## src/rtl/mult_share_arb.sv

```systemverilog
// Round-robin sequencer that shares one pipelined 16x16 multiplier among N_REQ
// requesters and routes each product back to its issuer via a tag pipeline.
module mult_share_arb #(
    parameter int N_REQ    = 4,
    parameter int MULT_LAT = 2
) (
    input  logic                  clk,
    input  logic                  rst_n,
    input  logic [N_REQ-1:0]      req_valid,
    output logic [N_REQ-1:0]      req_ready,
    input  logic [16*N_REQ-1:0]   req_x,
    input  logic [16*N_REQ-1:0]   req_y,
    output logic [15:0]           mult_x,
    output logic [15:0]           mult_y,
    input  logic [31:0]           mult_p,
    output logic [N_REQ-1:0]      resp_valid,
    output logic [31:0]           resp_p,
    output logic                  idle
);

    localparam int PW     = (N_REQ > 1) ? $clog2(N_REQ) : 1;
    localparam int STAGES = MULT_LAT + 1;

    typedef struct packed {
        logic          vld;
        logic [PW-1:0] id;
    } tag_t;

    logic [PW-1:0]           ptr_q, ptr_d;
    logic [15:0]             mx_q, my_q;
    tag_t [STAGES-1:0]       tag_q;
    logic [N_REQ-1:0]        resp_valid_q, resp_valid_d;
    logic [31:0]             resp_p_q;

    logic                    found;
    logic [PW-1:0]           win;
    logic [N_REQ-1:0]        gnt;
    logic [15:0]             sel_x, sel_y;
    logic                    tags_any;
    tag_t                    tag_out;

    // Rotating priority search: first valid requester at or after the pointer.
    always_comb begin
        int idx;
        found = 1'b0;
        win   = '0;
        idx   = 0;
        for (int k = 0; k < N_REQ; k++) begin
            idx = int'(ptr_q) + k;
            if (idx >= N_REQ) idx = idx - N_REQ;
            if (!found && req_valid[idx]) begin
                found = 1'b1;
                win   = PW'(idx);
            end
        end
    end

    always_comb begin
        gnt = '0;
        if (found) gnt[win] = 1'b1;
    end

    assign req_ready = rst_n ? gnt : '0;
    assign sel_x     = req_x[16*win +: 16];
    assign sel_y     = req_y[16*win +: 16];

    always_comb begin
        ptr_d = ptr_q;
        if (found) ptr_d = (win == PW'(N_REQ-1)) ? '0 : win + PW'(1);
    end

    assign tag_out = tag_q[STAGES-1];

    always_comb begin
        resp_valid_d = '0;
        if (tag_out.vld) resp_valid_d[tag_out.id] = 1'b1;
    end

    always_comb begin
        tags_any = 1'b0;
        for (int s = 0; s < STAGES; s++) tags_any = tags_any | tag_q[s].vld;
    end

    always_ff @(posedge clk or negedge rst_n) begin
        if (!rst_n) begin
            ptr_q        <= '0;
            mx_q         <= '0;
            my_q         <= '0;
            tag_q        <= '0;
            resp_valid_q <= '0;
            resp_p_q     <= '0;
        end else begin
            ptr_q <= ptr_d;
            // Operands hold when nothing is granted so the multiplier sees no toggling.
            if (found) begin
                mx_q <= sel_x;
                my_q <= sel_y;
            end
            tag_q[0] <= '{vld: found, id: win};
            for (int s = 1; s < STAGES; s++) tag_q[s] <= tag_q[s-1];
            resp_valid_q <= resp_valid_d;
            if (tag_out.vld) resp_p_q <= mult_p;
        end
    end

    assign mult_x     = mx_q;
    assign mult_y     = my_q;
    assign resp_valid = resp_valid_q;
    assign resp_p     = resp_p_q;
    assign idle       = ~tags_any & ~(|req_valid);

endmodule

```

## config.mk

```make
export PLATFORM = sky130hd
export DESIGN_NAME = mult_share_arb
export DESIGN_NICKNAME = d
export VERILOG_FILES = /design/src/rtl/mult_share_arb.sv
export SDC_FILE = /design/constraint.sdc
export NUM_CORES = 1
export LEC_CHECK = 0
export BUFFER_PORTS_ARGS = -buffer_cell sky130_fd_sc_hd__buf_2
export CORE_ASPECT_RATIO = 0.7
export CORE_MARGIN = 3
export CORE_UTILIZATION = 47
export CTS_CLUSTER_DIAMETER = 60
export DETAILED_ROUTE_END_ITERATION = 16
export PLACE_DENSITY = 0.82
export SYNTH_ARGS = -nofsm -noshare
export SYNTH_HDL_FRONTEND = slang
export SYNTH_SLANG_ARGS = --single-unit
```

## constraint.sdc

```tcl
create_clock -name clk -period 3.2 [get_ports clk]
set_clock_uncertainty 0.15 [all_clocks]
set_input_delay 0.48 -clock clk [delete_from_list [all_inputs] [get_ports clk]]
set_output_delay 0.48 -clock clk [all_outputs]
set_load 0.02 [all_outputs]
```

## Yosys cells after proc, flatten, opt, wreduce, memory -nomap -nowiden

Index checks and enable logic that the tools add are counted.

| operators by class | value |
|---|---|
| equality and inequality tests | 1 |
| reduce and logical (&&, ||, !) cells | 9 |
| magnitude comparators | 12 |
| add/sub/neg operators | 8 |
| bitwise gates (word level) | 5 |
| multiply operators | 0 |
| multiplexer cells | 32 |
| shift-type cells | 2 |
| divide/modulo/power cells | 0 |

Operators by type and width:

| operator | count |
|---|---|
| $lt 32x4->1 const B | 4 |
| $mux 32 | 4 |
| $shiftx 64x7->16 | 2 |
| $mux 1 | 14 |
| $mux 4 | 3 |
| $sub 3x3->4 const B | 3 |
| $mux 2 | 5 |
| $ge 3x3->1 const B | 3 |
| $bmux 1 s2 | 4 |
| $add 2x2->3 const B | 2 |
| $lt 2x3->1 const B | 2 |
| $logic_and 1x1->1 | 5 |
| $demux 1 s2 | 2 |
| $ge 2x1->1 const B | 2 |
| $reduce_or 4->1 | 1 |
| $sub 2x3->4 const B | 1 |
| $add 2x1->3 const B | 1 |
| $ge 2x3->1 const B | 1 |
| $logic_not 1->1 | 3 |
| $add 2x1->2 const B | 1 |
| $eq 2x2->1 const B | 1 |
| $not 1->1 | 2 |
| $or 1x1->1 | 2 |
| $and 1x1->1 | 1 |

| storage, ports and cells | value |
|---|---|
| memories | 0 |
| bits in latches | 0 |
| RAM bits | 0 |
| word-level logic and storage cells | 80 |
| output and inout bits | 73 |
| ROM bits | 0 |
| flip-flop bits (word level) | 79 |

## Logic depth before layout (Yosys ltp)

Gate-level depths: netlist of the first run.

| logic depth | value |
|---|---|
| word-level depth | 21 |
| depth in mapped cells | 8 |
| mapped depth without buffers | 6 |

## Worst setup path after synthesis of the first run

Ideal clock, no wire load.

| timing path | value |
|---|---|
| path kind | input -> output |
| start | input port req_valid[3] |
| end | output port idle |
| required time | 2.570 ns |
| path buffers | 2 |
| arrival | 2.013 ns |
| setup slack | 0.557 ns |
| stages on the path | 5 |
| cell sequence | or2_1 > or3_1 > buf_2 > buf_2 > nor4_1 |

| between the ends | value |
|---|---|
| word-level cells in the longest chain between the ends | 3 |

Ends and longest elaborated chain:

| item | line | RTL |
|---|---|---|
| from (decl) | 9 | `input logic [N_REQ-1:0] req_valid,` |
| $reduce_or 4->1 | 110 | `assign idle = ~tags_any & ~(\|req_valid);` |
| $not 1->1 | 110 |  |
| $and 1x1->1 | 110 |  |
| to (decl) | 18 | `output logic idle` |

No other way between the ends.

## Final worst setup path of the first run

| timing path | value |
|---|---|
| start | register ptr_q[1] |
| end | output port req_ready[3] |

| between the ends | value |
|---|---|
| word-level cells in the longest chain between the ends | 21 |
| elaborated cells between the ends (all ways) | 48 |
| classes of those cells | 7 x add/sub; 6 x order compare; 28 x mux; 7 x reduce/logical |

Ends and longest elaborated chain:

| item | line | RTL |
|---|---|---|
| from (decl) | 29 | `logic [PW-1:0] ptr_q, ptr_d;` |
| from (signal assigned) | 93 | `ptr_q <= ptr_d;` |
| parallel branches: the longest is 19 deep, another holds $sub 3x3->4 | - |  |
| $mux 4 * | 60 | `if (found) gnt[win] = 1'b1;` |
| $mux 4 * | 63 | `assign req_ready = rst_n ? gnt : '0;` |
| to (decl) | 10 | `output logic [N_REQ-1:0] req_ready,` |

Every way passes the cells marked *. The select of a mux whose other input is x is not followed.

==> results of run 1 <==
==> per-layer routing <==
metal | up-vias | GRT usage
met1 | 1838 | 0.309
met3 | 18 | 0.0543
met2 | 158 | 0.454
met4 | 0 | 0.0760
li1 | 1823 | -
met5 | - | 0
==> power by group through the flow <==
stage / sequential [mW] / combinational [mW] / clock (mW)
after floorplan: 1.78 / 1.09 / 0
after global placement: 1.48 / 1.94 / 0
after detailed placement: 1.50 / 1.99 / 0
after CTS: 1.49 / 1.99 / 0.994
after global routing: 1.53 / 2.15 / 1.05
final: 1.48 / 1.99 / 0.975
==> cells in the mapped netlist (all sizes together) (3+ instances only) <==
| library cell | n |
|---|---|
| nor3 | 3 |
| nand2 | 69 |
| dfrtp | 79 |
| a221oi | 32 |
| a311oi | 32 |
| nor2 | 38 |
| and2 | 32 |
| buf | 19 |
| clkbuf | 12 |
| inv | 6 |
| mux2 | 33 |
==> state kept, by name, summed over array words and instances, names as in the netlist <==
signal      count
resp_valid      4
tag_q           6
mult_y         16
tag_out         3
mult_x         16
ptr_q           2
resp_p         32
==> stage by stage <==
| step | std cells | power (mW) | util |
|---|---|---|---|
| floorplan | 376 | 2.87 | - |
| global placement | 695 | 3.42 | 0.651 |
| detailed placement | 695 | 3.49 | 0.651 |
| CTS | 712 | 4.47 | 0.688 |
| global route | 712 | 4.73 | 0.688 |
| finish | 712 | 4.45 | 0.688 |
==> cell families after synthesis <==
group | after synthesis | synth area share
fa+ha+maj | 1 | 0.00310
mux | 33 | 0.0921
flops | 79 | 0.490
compound gates | 71 | 0.184
simple gates | 155 | 0.182
buf+inv | 37 | 0.0493
==> cells in the final DEF (no fill, tap or decap), types with 3 or more instances in the layout <==
cell type	netlist	layout
buf_2	12	237
dfrtp_1	79	79
nand2_1	69	69
nor2_1	37	37
mux2_2	33	33
and2_1	32	32
a221oi_1	22	22
a311oi_1	22	22
buf_4	2	12
a221oi_2	10	10
a311oi_2	10	10
clkbuf_16	0	9
inv_1	5	5
nor3_1	3	3
clkinvlp_4	0	3
==> worst paths after layout <==
path | from | end | slack [ps] | cells after the start
worst min-delay path | tag_q[0]$_DFF_PN0_ | tag_q[3]$_DFF_PN0_ | 200 | 0
worst max-delay path | ptr_q[1]$_DFFE_PN0N_ | req_ready[3] | 420 | 7
worst min register to register | tag_q[0]$_DFF_PN0_ | tag_q[3]$_DFF_PN0_ | 200 | 0
worst max register to register | ptr_q[1]$_DFFE_PN0N_ | mult_y[2]$_DFFE_PN0N_ | 840 | 7
min in group asynchronous | rst_n | ptr_q[1]$_DFFE_PN0N_ | 330 | 2
max in group asynchronous | rst_n | mult_y[10]$_DFFE_PN0N_ | 1430 | 3
==> layout make-up <==
| cell class | instances | share of cell area |
|---|---|---|
| Sequential cell | 79 | 0.354 |
| Multi-Input combinational cell | 260 | 0.336 |
| Timing Repair Buffer | 250 | 0.230 |
| Clock buffer | 11 | 0.0453 |
| Tap cell | 101 | 0.0226 |
| Clock inverter | 5 | 0.00717 |
| Inverter | 6 | 0.00404 |
==> critical path, delay by kind of cell (launching register included) <==
kind / cells / cell delay [ps]
flip-flops: 1 / 610
AO/OA/AOI/OAI: 3 / 600
buffers and inverters: 2 / 250
adder cells (fa/ha/maj): 1 / 190
AND/OR/NAND/NOR: 1 / 160
==> metrics.txt, run 1 <==
# TYPE chip_impl_metric gauge
chip_impl_metric{name="final_cell_area",unit="um^2"} 5580
chip_impl_info{name="min_path_type",value="reg2reg"} 1
chip_impl_metric{name="core",unit="um^2"} 8110
chip_impl_metric{name="hpwl_dp",unit="mm"} 9.27
chip_impl_metric{name="drcViolationCount",unit=""} 0
chip_impl_metric{name="place.gp.congestion",unit=""} 0.852
chip_impl_metric{name="grt_remaining_overflow",unit=""} 0
chip_impl_metric{name="final.min_clock_period",unit="ps"} 2780
chip_impl_metric{name="critical_path.max_stage_delay",unit="ps"} 610
chip_impl_metric{name="min_period_over_period",unit=""} 0.869
chip_impl_metric{name="mappedNetlistArea",unit="um^2"} 4040
chip_impl_metric{name="grt_first_pass_wirelength",unit="mm"} 19.9
chip_impl_metric{name="placed_area",unit="um^2"} 5280
chip_impl_metric{name="nets",unit=""} 773
chip_impl_metric{name="syn_avg_cell_area",unit="um^2"} 10.7
chip_impl_info{name="tritoncts",value="yes"} 1
chip_impl_metric{name="switching_power_as_a_share_of_total_power",unit=""} 0.415
chip_impl_metric{name="first_global_vias",unit=""} 4097
chip_impl_metric{name="flow.area_growth_from_synthesis",unit="%"} 38.3
chip_impl_metric{name="synth_seq_area_share",unit=""} 0.490
chip_impl_metric{name="seqCellArea",unit="um^2"} 1980
chip_impl_metric{name="buffer_ports.inserted",unit=""} 238
chip_impl_metric{name="grt_max_degree",unit=""} 79
chip_impl_metric{name="crit_arrival",unit="ps"} 2150
chip_impl_metric{name="maxCapViolCount",unit=""} 0
chip_impl_metric{name="final_hold_viol_count",unit=""} 0
chip_impl_metric{name="ctsHtreeMaxLevel",unit=""} 3
chip_impl_metric{name="routed-wl-met2",unit="mm"} 6.53
chip_impl_metric{name="synthesis.nets",unit=""} 543
chip_impl_info{name="endpoint_kind",value="output port"} 1
chip_impl_metric{name="cellInternalPower",unit="mW"} 2.60
chip_impl_metric{name="timing.max_slew.rel_slack",unit=""} 0.342
chip_impl_info{name="worstSetupPathType",value="reg2out"} 1
chip_impl_metric{name="worst_ir_drop_vdd",unit="mV"} 0.520
chip_impl_metric{name="dpl_worst_slack",unit="ps"} 629
chip_impl_metric{name="cts-buffers-inserted",unit=""} 9
chip_impl_metric{name="share_seq_of_total_power",unit=""} 0.334
chip_impl_metric{name="synth-async-reset-ratio",unit=""} 1.00
chip_impl_metric{name="yosysWarningCount",unit=""} 0
chip_impl_info{name="synth_top_flop_cell",value="dfrtp_1"} 1
chip_impl_metric{name="timing.final.ws_setup",unit="ps"} 418
chip_impl_metric{name="synth_enable_flop_cells",unit=""} 0
chip_impl_metric{name="yosysUniqueCellTypes",unit=""} 35
chip_impl_metric{name="floorplan.die.width",unit="um"} 117
chip_impl_metric{name="setup_viol",unit=""} 0
chip_impl_info{name="cp_startpoint_kind",value="flip-flop"} 1
chip_impl_info{name="synth_top_cells_by_area",value="dfrtp_1 49%, mux2_2 9.2%, nand2_1 6.4%, and2_1 5.0%, a221oi_1 4.8%"} 1
chip_impl_metric{name="hold_slack",unit="ps"} 201
chip_impl_metric{name="m1WireLength",unit="mm"} 4.95
chip_impl_metric{name="wl_met3",unit="um"} 782
chip_impl_metric{name="max_clock_freq",unit="GHz"} 0.359
chip_impl_metric{name="synthesis.instances",unit=""} 376
chip_impl_metric{name="critPathMaxFanout",unit=""} 11
chip_impl_metric{name="worst_skew_pair.late_latency",unit="ps"} 330
chip_impl_metric{name="static_leakage_power",unit="nW"} 2.74
chip_impl_info{name="outcome",value="finished, final reports clean"} 1
chip_impl_metric{name="drive_gt1_frac",unit=""} 0.532
chip_impl_metric{name="number_of_nets_with_antenna_violations_after_detailed_routing",unit=""} 0
chip_impl_metric{name="number_of_synthesized_register_bits",unit=""} 79
chip_impl_metric{name="yosysTopAreaCellShare",unit=""} 0.490
chip_impl_metric{name="pwr-share-clk",unit=""} 0.219
chip_impl_metric{name="final_wl",unit="mm"} 12.5
chip_impl_metric{name="antenna_found_initial",unit=""} 0
chip_impl_metric{name="power.density",unit="nW/um^2"} 797
chip_impl_metric{name="drt-vias-per-instance",unit=""} 5.39
chip_impl_info{name="worst_path_cell_chain",value="a21o_1 > a21oi_1 > o22ai_4 > inv_1 > ha_1 > and3_1 > buf_2"} 1
chip_impl_metric{name="ctsLongestPathBuffers",unit=""} 2
chip_impl_metric{name="finalSetupTns",unit="ps"} 0
chip_impl_metric{name="die-area",unit="um^2"} 9750
chip_impl_metric{name="tightest_pin_transition",unit="ps"} 988
chip_impl_metric{name="violation_count_after_the_first_detailed_routing_iteration",unit=""} 252
chip_impl_metric{name="share_comb_of_total_power",unit=""} 0.447
chip_impl_info{name="slowest_stage",value="dfrtp_1"} 1
chip_impl_metric{name="post_cts_resize_count",unit=""} 0
chip_impl_metric{name="drt-pass1-iter-count",unit=""} 4
chip_impl_metric{name="detailroute.via_count",unit=""} 3837
chip_impl_metric{name="cts.repair_timing.setup_buffer_count",unit=""} 0
chip_impl_metric{name="dieHeight",unit="um"} 83.5
chip_impl_info{name="dr.max_layer_used",value="met4"} 1
chip_impl_metric{name="worst_ep_required_time",unit="ps"} 2570
chip_impl_info{name="cts-root-buf",value="clkbuf_16"} 1
chip_impl_metric{name="io_pins",unit=""} 239
chip_impl_metric{name="fp-row-count",unit=""} 27
chip_impl_info{name="synthDominantAreaCellType",value="dfrtp_1"} 1
chip_impl_metric{name="num_antenna_cells",unit=""} 0
chip_impl_metric{name="cts.sink_count",unit=""} 79
chip_impl_metric{name="ctsHoldBuffers",unit=""} 1
chip_impl_info{name="setup_repair_after_global_routing_missed_its_margin",value="no"} 1
chip_impl_metric{name="switchingPower",unit="mW"} 1.84
chip_impl_metric{name="path_clk_slew",unit="ps"} 60
chip_impl_metric{name="multi_input_area",unit="um^2"} 1880
chip_impl_metric{name="report.final.slew_viol_count",unit=""} 0
chip_impl_metric{name="nFillCells",unit=""} 625
chip_impl_metric{name="initial_core_util",unit=""} 0.498
chip_impl_metric{name="grt.total_usage",unit=""} 0.256
chip_impl_metric{name="post_drt_wl_per_cell",unit="um"} 17.5
(Power assumes the default switching activity.)
==> run 2, diff against run 1 <==
ABC_AREA = 1   (was default)
CORE_UTILIZATION = 50   (was 47)
==> run 2 against run 1 <==
Against the previous run: clock power increased by 5%; sequential power rose by 18%; die area increased by 12%; flip-flop and latch count is the same.
==> metrics.txt, run 2 <==
# TYPE chip_impl_metric gauge
chip_impl_info{name="outcome",value="finished, final reports clean"} 1
chip_impl_metric{name="final_cell_area",unit="um^2"} 6340
chip_impl_info{name="setup_repair_after_global_routing_missed_its_margin",value="no"} 1
chip_impl_metric{name="hold_path_depth",unit=""} 3
chip_impl_metric{name="setup_viol",unit=""} 0
chip_impl_metric{name="critical_path.max_stage_delay",unit="ps"} 500
chip_impl_metric{name="first_global_vias",unit=""} 4802
chip_impl_info{name="hold_end",value="resp_p[9]$_DFFE_PN0P_"} 1
chip_impl_metric{name="share_comb_of_total_power",unit=""} 0.616
chip_impl_info{name="count_leader_synth",value="nand2_1"} 1
chip_impl_metric{name="nFillCells",unit=""} 858
chip_impl_metric{name="postLayoutCoreUtil",unit=""} 0.685
chip_impl_metric{name="cts.sink_count",unit=""} 79
chip_impl_metric{name="yosysWarningCount",unit=""} 0
chip_impl_metric{name="syn_avg_cell_area",unit="um^2"} 6.42
chip_impl_metric{name="flow.area_growth_from_synthesis",unit="%"} 30.4
chip_impl_metric{name="die-area",unit="um^2"} 11000
chip_impl_info{name="timing.rr.end",value="mult_y[10]$_DFFE_PN0N_"} 1
chip_impl_metric{name="fp-row-count",unit=""} 29
chip_impl_metric{name="placed_area",unit="um^2"} 6040
chip_impl_metric{name="final_hold_viol_count",unit=""} 0
chip_impl_metric{name="drive_gt1_frac",unit=""} 0.285
chip_impl_metric{name="share_seq_of_total_power",unit=""} 0.242
chip_impl_metric{name="global_route.usage.met3",unit=""} 0.0588
chip_impl_info{name="critical-path-top-cell-by-count",value="nand2_1"} 1
chip_impl_metric{name="initial_core_util",unit=""} 0.525
chip_impl_metric{name="post_drt_wl_per_cell",unit="um"} 12.9
chip_impl_metric{name="ff2ff_setup_slack",unit="ps"} 560
chip_impl_metric{name="worst_r2r_path_depth",unit=""} 13
chip_impl_metric{name="max_clock_freq",unit="GHz"} 0.346
chip_impl_info{name="worstSetupPathType",value="reg2out"} 1
chip_impl_metric{name="ctsLongestPathBuffers",unit=""} 2
chip_impl_metric{name="total_power",unit="mW"} 7.20
chip_impl_info{name="cts-root-buf",value="clkbuf_16"} 1
chip_impl_metric{name="gr-usage-met1",unit=""} 0.338
chip_impl_metric{name="num_antenna_cells",unit=""} 0
chip_impl_metric{name="drt-vias-per-instance",unit=""} 4.78
chip_impl_metric{name="critPathMaxFanout",unit=""} 13
chip_impl_metric{name="detailroute.via_count",unit=""} 5281
chip_impl_metric{name="final.min_clock_period",unit="ps"} 2890
chip_impl_info{name="endpoint_kind",value="output port"} 1
chip_impl_metric{name="largest_reg_flops",unit=""} 32
chip_impl_metric{name="yosysTopAreaCellShare",unit=""} 0.407
chip_impl_metric{name="synth_enable_flop_cells",unit=""} 0
chip_impl_metric{name="maxCapViolCount",unit=""} 0
chip_impl_metric{name="path_clk_slew",unit="ps"} 60
chip_impl_info{name="slowest_stage",value="dfrtp_1"} 1
chip_impl_metric{name="violation_count_after_the_first_detailed_routing_iteration",unit=""} 387
chip_impl_metric{name="post_cts_resize_count",unit=""} 0
chip_impl_info{name="most_crowded_layer_gr",value="met2"} 1
chip_impl_metric{name="finalSetupTns",unit="ps"} 0
chip_impl_metric{name="met2_usage",unit=""} 0.434
chip_impl_info{name="layout.cells.most_common",value="nand2_1"} 1
chip_impl_metric{name="antenna_found_initial",unit=""} 1
chip_impl_metric{name="number_of_synthesized_register_bits",unit=""} 79
chip_impl_metric{name="final_wl",unit="mm"} 14.3
chip_impl_metric{name="io_pins",unit=""} 239
chip_impl_metric{name="power.density",unit="nW/um^2"} 1130
chip_impl_metric{name="synthesis.nets",unit=""} 924
chip_impl_metric{name="synthesis.instances",unit=""} 757
chip_impl_metric{name="drt-pass1-iter-count",unit=""} 5
chip_impl_metric{name="static_leakage_power",unit="nW"} 4.11
chip_impl_metric{name="yosysUniqueCellTypes",unit=""} 23
chip_impl_metric{name="worst_skew_pair.late_latency",unit="ps"} 330
chip_impl_metric{name="worst_ep_required_time",unit="ps"} 2570
chip_impl_metric{name="switching_power_as_a_share_of_total_power",unit=""} 0.512
chip_impl_info{name="hold_path.startpoint",value="mult_p[9]"} 1
chip_impl_metric{name="report.final.slew_viol_count",unit=""} 0
chip_impl_info{name="cp_startpoint_kind",value="flip-flop"} 1
chip_impl_metric{name="grt_first_pass_wirelength",unit="mm"} 22.3
chip_impl_metric{name="floorplan.die.width",unit="um"} 124
chip_impl_metric{name="synth-async-reset-ratio",unit=""} 1.00
chip_impl_metric{name="ctsHoldBuffers",unit=""} 0
chip_impl_metric{name="mappedNetlistArea",unit="um^2"} 4860
chip_impl_metric{name="worst_ir_drop_vdd",unit="mV"} 0.864
chip_impl_metric{name="multi_input_area",unit="um^2"} 2090
chip_impl_metric{name="cts.repair_timing.setup_buffer_count",unit=""} 0
chip_impl_info{name="regToRegStartpoint",value="ptr_q[0]$_DFFE_PN0N_"} 1
chip_impl_metric{name="synth_seq_area_share",unit=""} 0.407
chip_impl_metric{name="grt_max_degree",unit=""} 80
chip_impl_metric{name="timing.max_slew.rel_slack",unit=""} 0.330
chip_impl_info{name="min_path_type",value="in2reg"} 1
chip_impl_metric{name="pwr-share-clk",unit=""} 0.142
chip_impl_info{name="layout.cells.most_common_list",value="331 x nand2_1, 237 x buf_2, 138 x inv_1"} 1
chip_impl_metric{name="core",unit="um^2"} 9250
chip_impl_metric{name="hpwl_dp",unit="mm"} 10.4
chip_impl_metric{name="drcViolationCount",unit=""} 0
chip_impl_metric{name="grt.total_usage",unit=""} 0.257
chip_impl_metric{name="number_of_nets_with_antenna_violations_after_detailed_routing",unit=""} 0
chip_impl_metric{name="min_period_over_period",unit=""} 0.904
chip_impl_metric{name="ctsHtreeMaxLevel",unit=""} 3
chip_impl_info{name="post_synth_most_frequent_cells",value="333 x nand2_1, 138 x inv_1, 131 x nand3_1, 79 x dfrtp_1, 17 x buf_2"} 1
chip_impl_metric{name="switchingPower",unit="mW"} 3.69
chip_impl_metric{name="dieHeight",unit="um"} 88.5
chip_impl_metric{name="place.gp.congestion",unit=""} 0.917
chip_impl_metric{name="cts-buffers-inserted",unit=""} 9
chip_impl_info{name="synthDominantAreaCellType",value="dfrtp_1"} 1
chip_impl_metric{name="crit_arrival",unit="ps"} 2260
chip_impl_info{name="synth_top_cells_by_area",value="dfrtp_1 41%, nand2_1 26%, nand3_1 13%, inv_1 11%, buf_6 2.1%"} 1
chip_impl_metric{name="buffer_ports.inserted",unit=""} 238
chip_impl_metric{name="seqCellArea",unit="um^2"} 1980
chip_impl_info{name="worst_path_cell_chain",value="inv_2 > nand2_1 > nand2_1 > nand2_1 > nand2_2 > nand4_1 > o211ai_1 > ha_1 > inv_1 > nor2_1 > buf_2"} 1
chip_impl_info{name="synth_top_flop_cell",value="dfrtp_1"} 1
chip_impl_metric{name="nets",unit=""} 1142
chip_impl_metric{name="grt_remaining_overflow",unit=""} 0
chip_impl_info{name="tritoncts",value="yes"} 1
chip_impl_metric{name="cellInternalPower",unit="mW"} 3.51
chip_impl_metric{name="tightest_pin_transition",unit="ps"} 1000
[run 2: cell count changes after synthesis, moves of 5 or more]
cell | before | now
a221oi_2 | 10 | 0
inv_1 | 5 | 138
nand3_1 | 1 | 131
nand2_1 | 69 | 333
a221oi_1 | 22 | 0
nor2_1 | 37 | 6
a311oi_2 | 10 | 0
and2_1 | 32 | 0
mux2_2 | 33 | 0
buf_2 | 12 | 17
a311oi_1 | 22 | 0
[run 2: layout make-up]
| class | count | area share |
|---|---|---|
| Timing Repair Buffer | 250 | 0.202 |
| Sequential cell | 79 | 0.312 |
| Multi-Input combinational cell | 492 | 0.330 |
| Tap cell | 124 | 0.0245 |
| Clock inverter | 6 | 0.0109 |
| Clock buffer | 10 | 0.0361 |
| Inverter | 143 | 0.0846 |
[run 2: worst max path at each step]
stage	start	end	slack (ps)
after floorplan	ptr_q[0]$_DFFE_PN0N_	idle	580
after global placement	ptr_q[0]$_DFFE_PN0N_	mult_x[5]$_DFFE_PN0N_	670
after detailed placement	ptr_q[0]$_DFFE_PN0N_	mult_x[10]$_DFFE_PN0N_	570
after CTS	ptr_q[0]$_DFFE_PN0N_	req_ready[3]	300
after global routing	ptr_q[0]$_DFFE_PN0N_	req_ready[1]	40
final	ptr_q[0]$_DFFE_PN0N_	req_ready[3]	310
[run 2: through the flow]
stage	setup slack, ps	hold slack [ps]	cells
finish	307	193	1104
global route	37.0	187	1104
CTS	295	184	1104
detailed placement	575	185	1088
global placement	670	183	1088
floorplan	579	34.4	757
[run 2: cell families (layout without fill, tap and decap cells)]
group / after synthesis / count (layout) / synth area share
buffers and inverters: 186 / 409 / 0.164
adders and majority gates: 1 / 1 / 0.00257
AOI/OAI and AO/OA: 7 / 7 / 0.0124
DFF: 79 / 79 / 0.407
and+or+nand+nor: 484 / 484 / 0.414
[run 2: critical path: cells and delay by family, from the launching register on]
kind,cells,cell delay (ps)
adders and majority gates,1,180
buffers and inverters,3,430
DFF,1,500
and+or+nand+nor,6,650
AOI/OAI and AO/OA,1,160
[run 2: power by group through the flow]
stage,clock network (mW),logic [mW],registers [mW]
4_1_cts,1.04,4.45,1.74
6_report,1.02,4.43,1.74
5_1_grt,1.09,5.02,1.80
3_3_place_gp,0,4.38,1.74
3_5_place_dp,0,4.45,1.74
2_1_floorplan,0,3.00,2.16
[run 2: metal layers]
metal  routed length (um)  vias to the layer above
met5                   13                        -
met4                  199                        2
met3                 1240                       20
met2                 6680                      210
met1                 6130                     2354
li1                     -                     2695
==> run 3, diff against run 2 <==
CTS_CLUSTER_SIZE = 28   (was default)
clock period = 3.75 ns   (was 3.2 ns; I/O delays follow)
==> run 3 against run 2 <==
Against the previous run: routed wire length rose by 1.7%; clock power is 6% lower; die area did not move; highest routed layer unchanged; sequential power down 13%; total power down 14%; non-clock buffer count is 2 lower; global-route usage is 0.27 points higher.
==> metrics.txt, run 3 (synthesis gave the netlist of run 2 again) <==
# TYPE chip_impl_metric gauge
chip_impl_metric{name="ctsHtreeMaxLevel",unit=""} 3
chip_impl_metric{name="timing.final.ws_setup",unit="ps"} 426
chip_impl_metric{name="ctsHoldBuffers",unit=""} 0
chip_impl_metric{name="finalSetupTns",unit="ps"} 0
chip_impl_metric{name="cts-buffers-inserted",unit=""} 9
chip_impl_info{name="outcome",value="finished, final reports clean"} 1
chip_impl_metric{name="hpwl_dp",unit="mm"} 10.4
chip_impl_metric{name="seqCellArea",unit="um^2"} 1980
chip_impl_metric{name="dieHeight",unit="um"} 88.5
chip_impl_info{name="layout.cells.most_common_list",value="331 x nand2_1, 237 x buf_2, 138 x inv_1"} 1
chip_impl_metric{name="final.min_clock_period",unit="ps"} 3320
chip_impl_metric{name="max_clock_freq",unit="GHz"} 0.301
chip_impl_metric{name="crit_cells",unit=""} 11
chip_impl_metric{name="cts.sink_count",unit=""} 79
chip_impl_info{name="critical-path-top-cell-by-count",value="nand2_1"} 1
chip_impl_metric{name="power.density",unit="nW/um^2"} 975
chip_impl_metric{name="multi_input_area",unit="um^2"} 2090
chip_impl_metric{name="place.gp.congestion",unit=""} 0.893
chip_impl_metric{name="worst_skew_pair.late_latency",unit="ps"} 330
chip_impl_info{name="worstSetupPathType",value="reg2out"} 1
chip_impl_metric{name="report.final.slew_viol_count",unit=""} 0
chip_impl_metric{name="critical_path.max_stage_delay",unit="ps"} 510
chip_impl_metric{name="detailroute.via_count",unit=""} 5370
chip_impl_metric{name="fp-row-count",unit=""} 29
chip_impl_metric{name="grt.total_usage",unit=""} 0.260
chip_impl_metric{name="grt_first_pass_wirelength",unit="mm"} 22.5
chip_impl_metric{name="io_pins",unit=""} 239
chip_impl_metric{name="critical_path_buf_inv_count",unit=""} 3
chip_impl_metric{name="drive_gt1_frac",unit=""} 0.284
chip_impl_metric{name="largest_reg_flops",unit=""} 32
chip_impl_info{name="regToRegStartpoint",value="ptr_q[0]$_DFFE_PN0N_"} 1
chip_impl_metric{name="number_of_nets_with_antenna_violations_after_detailed_routing",unit=""} 0
chip_impl_metric{name="antenna_found_initial",unit=""} 2
chip_impl_info{name="cts-root-buf",value="clkbuf_16"} 1
chip_impl_metric{name="drt-vias-per-instance",unit=""} 4.87
chip_impl_info{name="setup_repair_after_global_routing_missed_its_margin",value="no"} 1
chip_impl_info{name="slowest_stage",value="dfrtp_1"} 1
chip_impl_metric{name="cts.repair_timing.setup_buffer_count",unit=""} 0
chip_impl_metric{name="final_hold_viol_count",unit=""} 0
chip_impl_metric{name="worst_ep_required_time",unit="ps"} 3040
chip_impl_metric{name="drt-pass1-iter-count",unit=""} 5
chip_impl_metric{name="buffer_ports.inserted",unit=""} 238
chip_impl_metric{name="drcViolationCount",unit=""} 0
chip_impl_info{name="tritoncts",value="yes"} 1
chip_impl_metric{name="layout.cells.non_filler",unit=""} 1102
chip_impl_metric{name="static_leakage_power",unit="nW"} 4.12
chip_impl_metric{name="violation_count_after_the_first_detailed_routing_iteration",unit=""} 436
chip_impl_metric{name="hold_slack",unit="ps"} 199
chip_impl_metric{name="core",unit="um^2"} 9250
chip_impl_metric{name="floorplan.die.width",unit="um"} 124
chip_impl_metric{name="path_clk_slew",unit="ps"} 60
chip_impl_metric{name="min_period_over_period",unit=""} 0.886
chip_impl_metric{name="placed_cells_incl_taps",unit=""} 1086
chip_impl_info{name="min_path_type",value="reg2reg"} 1
chip_impl_metric{name="nFillCells",unit=""} 827
chip_impl_metric{name="initial_core_util",unit=""} 0.525
chip_impl_info{name="cp_startpoint_kind",value="flip-flop"} 1
chip_impl_metric{name="num_antenna_cells",unit=""} 0
chip_impl_metric{name="dpl_worst_slack",unit="ps"} 730
chip_impl_metric{name="nets",unit=""} 1140
chip_impl_metric{name="final_wl",unit="mm"} 14.5
chip_impl_info{name="layout.cells.most_common",value="nand2_1"} 1
chip_impl_info{name="worst_path_dominant_cell_family",value="simple AND/OR/NAND/NOR gates"} 1
chip_impl_metric{name="worst_r2r_path_depth",unit=""} 13
chip_impl_info{name="worst_setup_path_startpoint",value="ptr_q[0]$_DFFE_PN0N_"} 1
chip_impl_metric{name="post_drt_wl_per_cell",unit="um"} 13.2
chip_impl_metric{name="setup_viol",unit=""} 0
chip_impl_info{name="timing.critical_path.to",value="req_ready[3]"} 1
chip_impl_metric{name="die-area",unit="um^2"} 11000
chip_impl_info{name="timing.rr.end",value="mult_x[4]$_DFFE_PN0N_"} 1
chip_impl_metric{name="first_global_vias",unit=""} 4797
chip_impl_metric{name="ctsLongestPathBuffers",unit=""} 2
chip_impl_metric{name="flow.area_growth_from_synthesis",unit="%"} 30.8
chip_impl_metric{name="grt_max_degree",unit=""} 80
chip_impl_metric{name="grt_remaining_overflow",unit=""} 0
chip_impl_metric{name="timing.max_slew.rel_slack",unit=""} 0.264
chip_impl_metric{name="worst_ir_drop_vdd",unit="mV"} 0.616
chip_impl_metric{name="ff2ff_setup_slack",unit="ps"} 630
chip_impl_metric{name="crit_arrival",unit="ps"} 2610
chip_impl_info{name="endpoint_kind",value="output port"} 1
chip_impl_metric{name="post_cts_resize_count",unit=""} 0
chip_impl_metric{name="maxCapViolCount",unit=""} 0
chip_impl_info{name="worst_path_cell_chain",value="inv_2 > nand2_1 > nand2_1 > nand2_2 > nand2_1 > nand4_1 > nand2_1 > ha_1 > inv_1 > nor2_1 > buf_2"} 1
chip_impl_metric{name="critPathMaxFanout",unit=""} 14
chip_impl_metric{name="tightest_pin_transition",unit="ps"} 1100
## run 3: changes by cell type in the layout (fill, tap and decap cells not counted), sizes merged
cell,previous run,this run
buf,250,248
bufinv,1,2
clkinvlp,1,0
## run 3: power by group
group | switching, mW | internal [mW] | total [mW]
logic | 2.54 | 1.19 | 3.73
registers | 0.251 | 1.26 | 1.51
clock network | 0.349 | 0.606 | 0.955
## run 3: worst min-delay path by stage
stage                             startpoint                     to  slack (ps)  depth (start not counted)
after floorplan                        rst_n  mult_x[0]$_DFFE_PN0N_         120                          0
after global placement    tag_q[1]$_DFF_PN0_     tag_q[4]$_DFF_PN0_         180                          0
after detailed placement  tag_q[3]$_DFF_PN0_   tag_out[0]$_DFF_PN0_         190                          0
after CTS                 tag_q[3]$_DFF_PN0_   tag_out[0]$_DFF_PN0_         200                          0
after global routing      tag_q[1]$_DFF_PN0_     tag_q[4]$_DFF_PN0_         210                          0
final                     tag_q[0]$_DFF_PN0_     tag_q[3]$_DFF_PN0_         200                          0
## run 3: layout make-up
type,instances,area share
Clock buffer,10,0.0376
Clock inverter,6,0.0144
Inverter,143,0.0844
Multi-Input combinational cell,492,0.329
Sequential cell,79,0.311
Tap cell,124,0.0244
Timing Repair Buffer,248,0.199
## run 3: metrics by stage
step	instance area, um^2	utilization	power (mW)
floorplan	4860	-	4.40
global placement	6030	0.652	5.18
detailed placement	6030	0.652	5.25
CTS	6360	0.687	6.23
global route	6360	0.687	6.81
finish	6360	0.687	6.20
## run 3: metal layers
metal / track usage / routed length [um] / share of wire / up-vias
li1: - / - / - / 2692
met1: 0.338 / 6100 / 0.42 / 2414
met2: 0.432 / 6830 / 0.47 / 234
met3: 0.0658 / 1320 / 0.091 / 26
met4: 0.0814 / 223 / 0.015 / 4
met5: 0 / 29 / 0.0020 / -
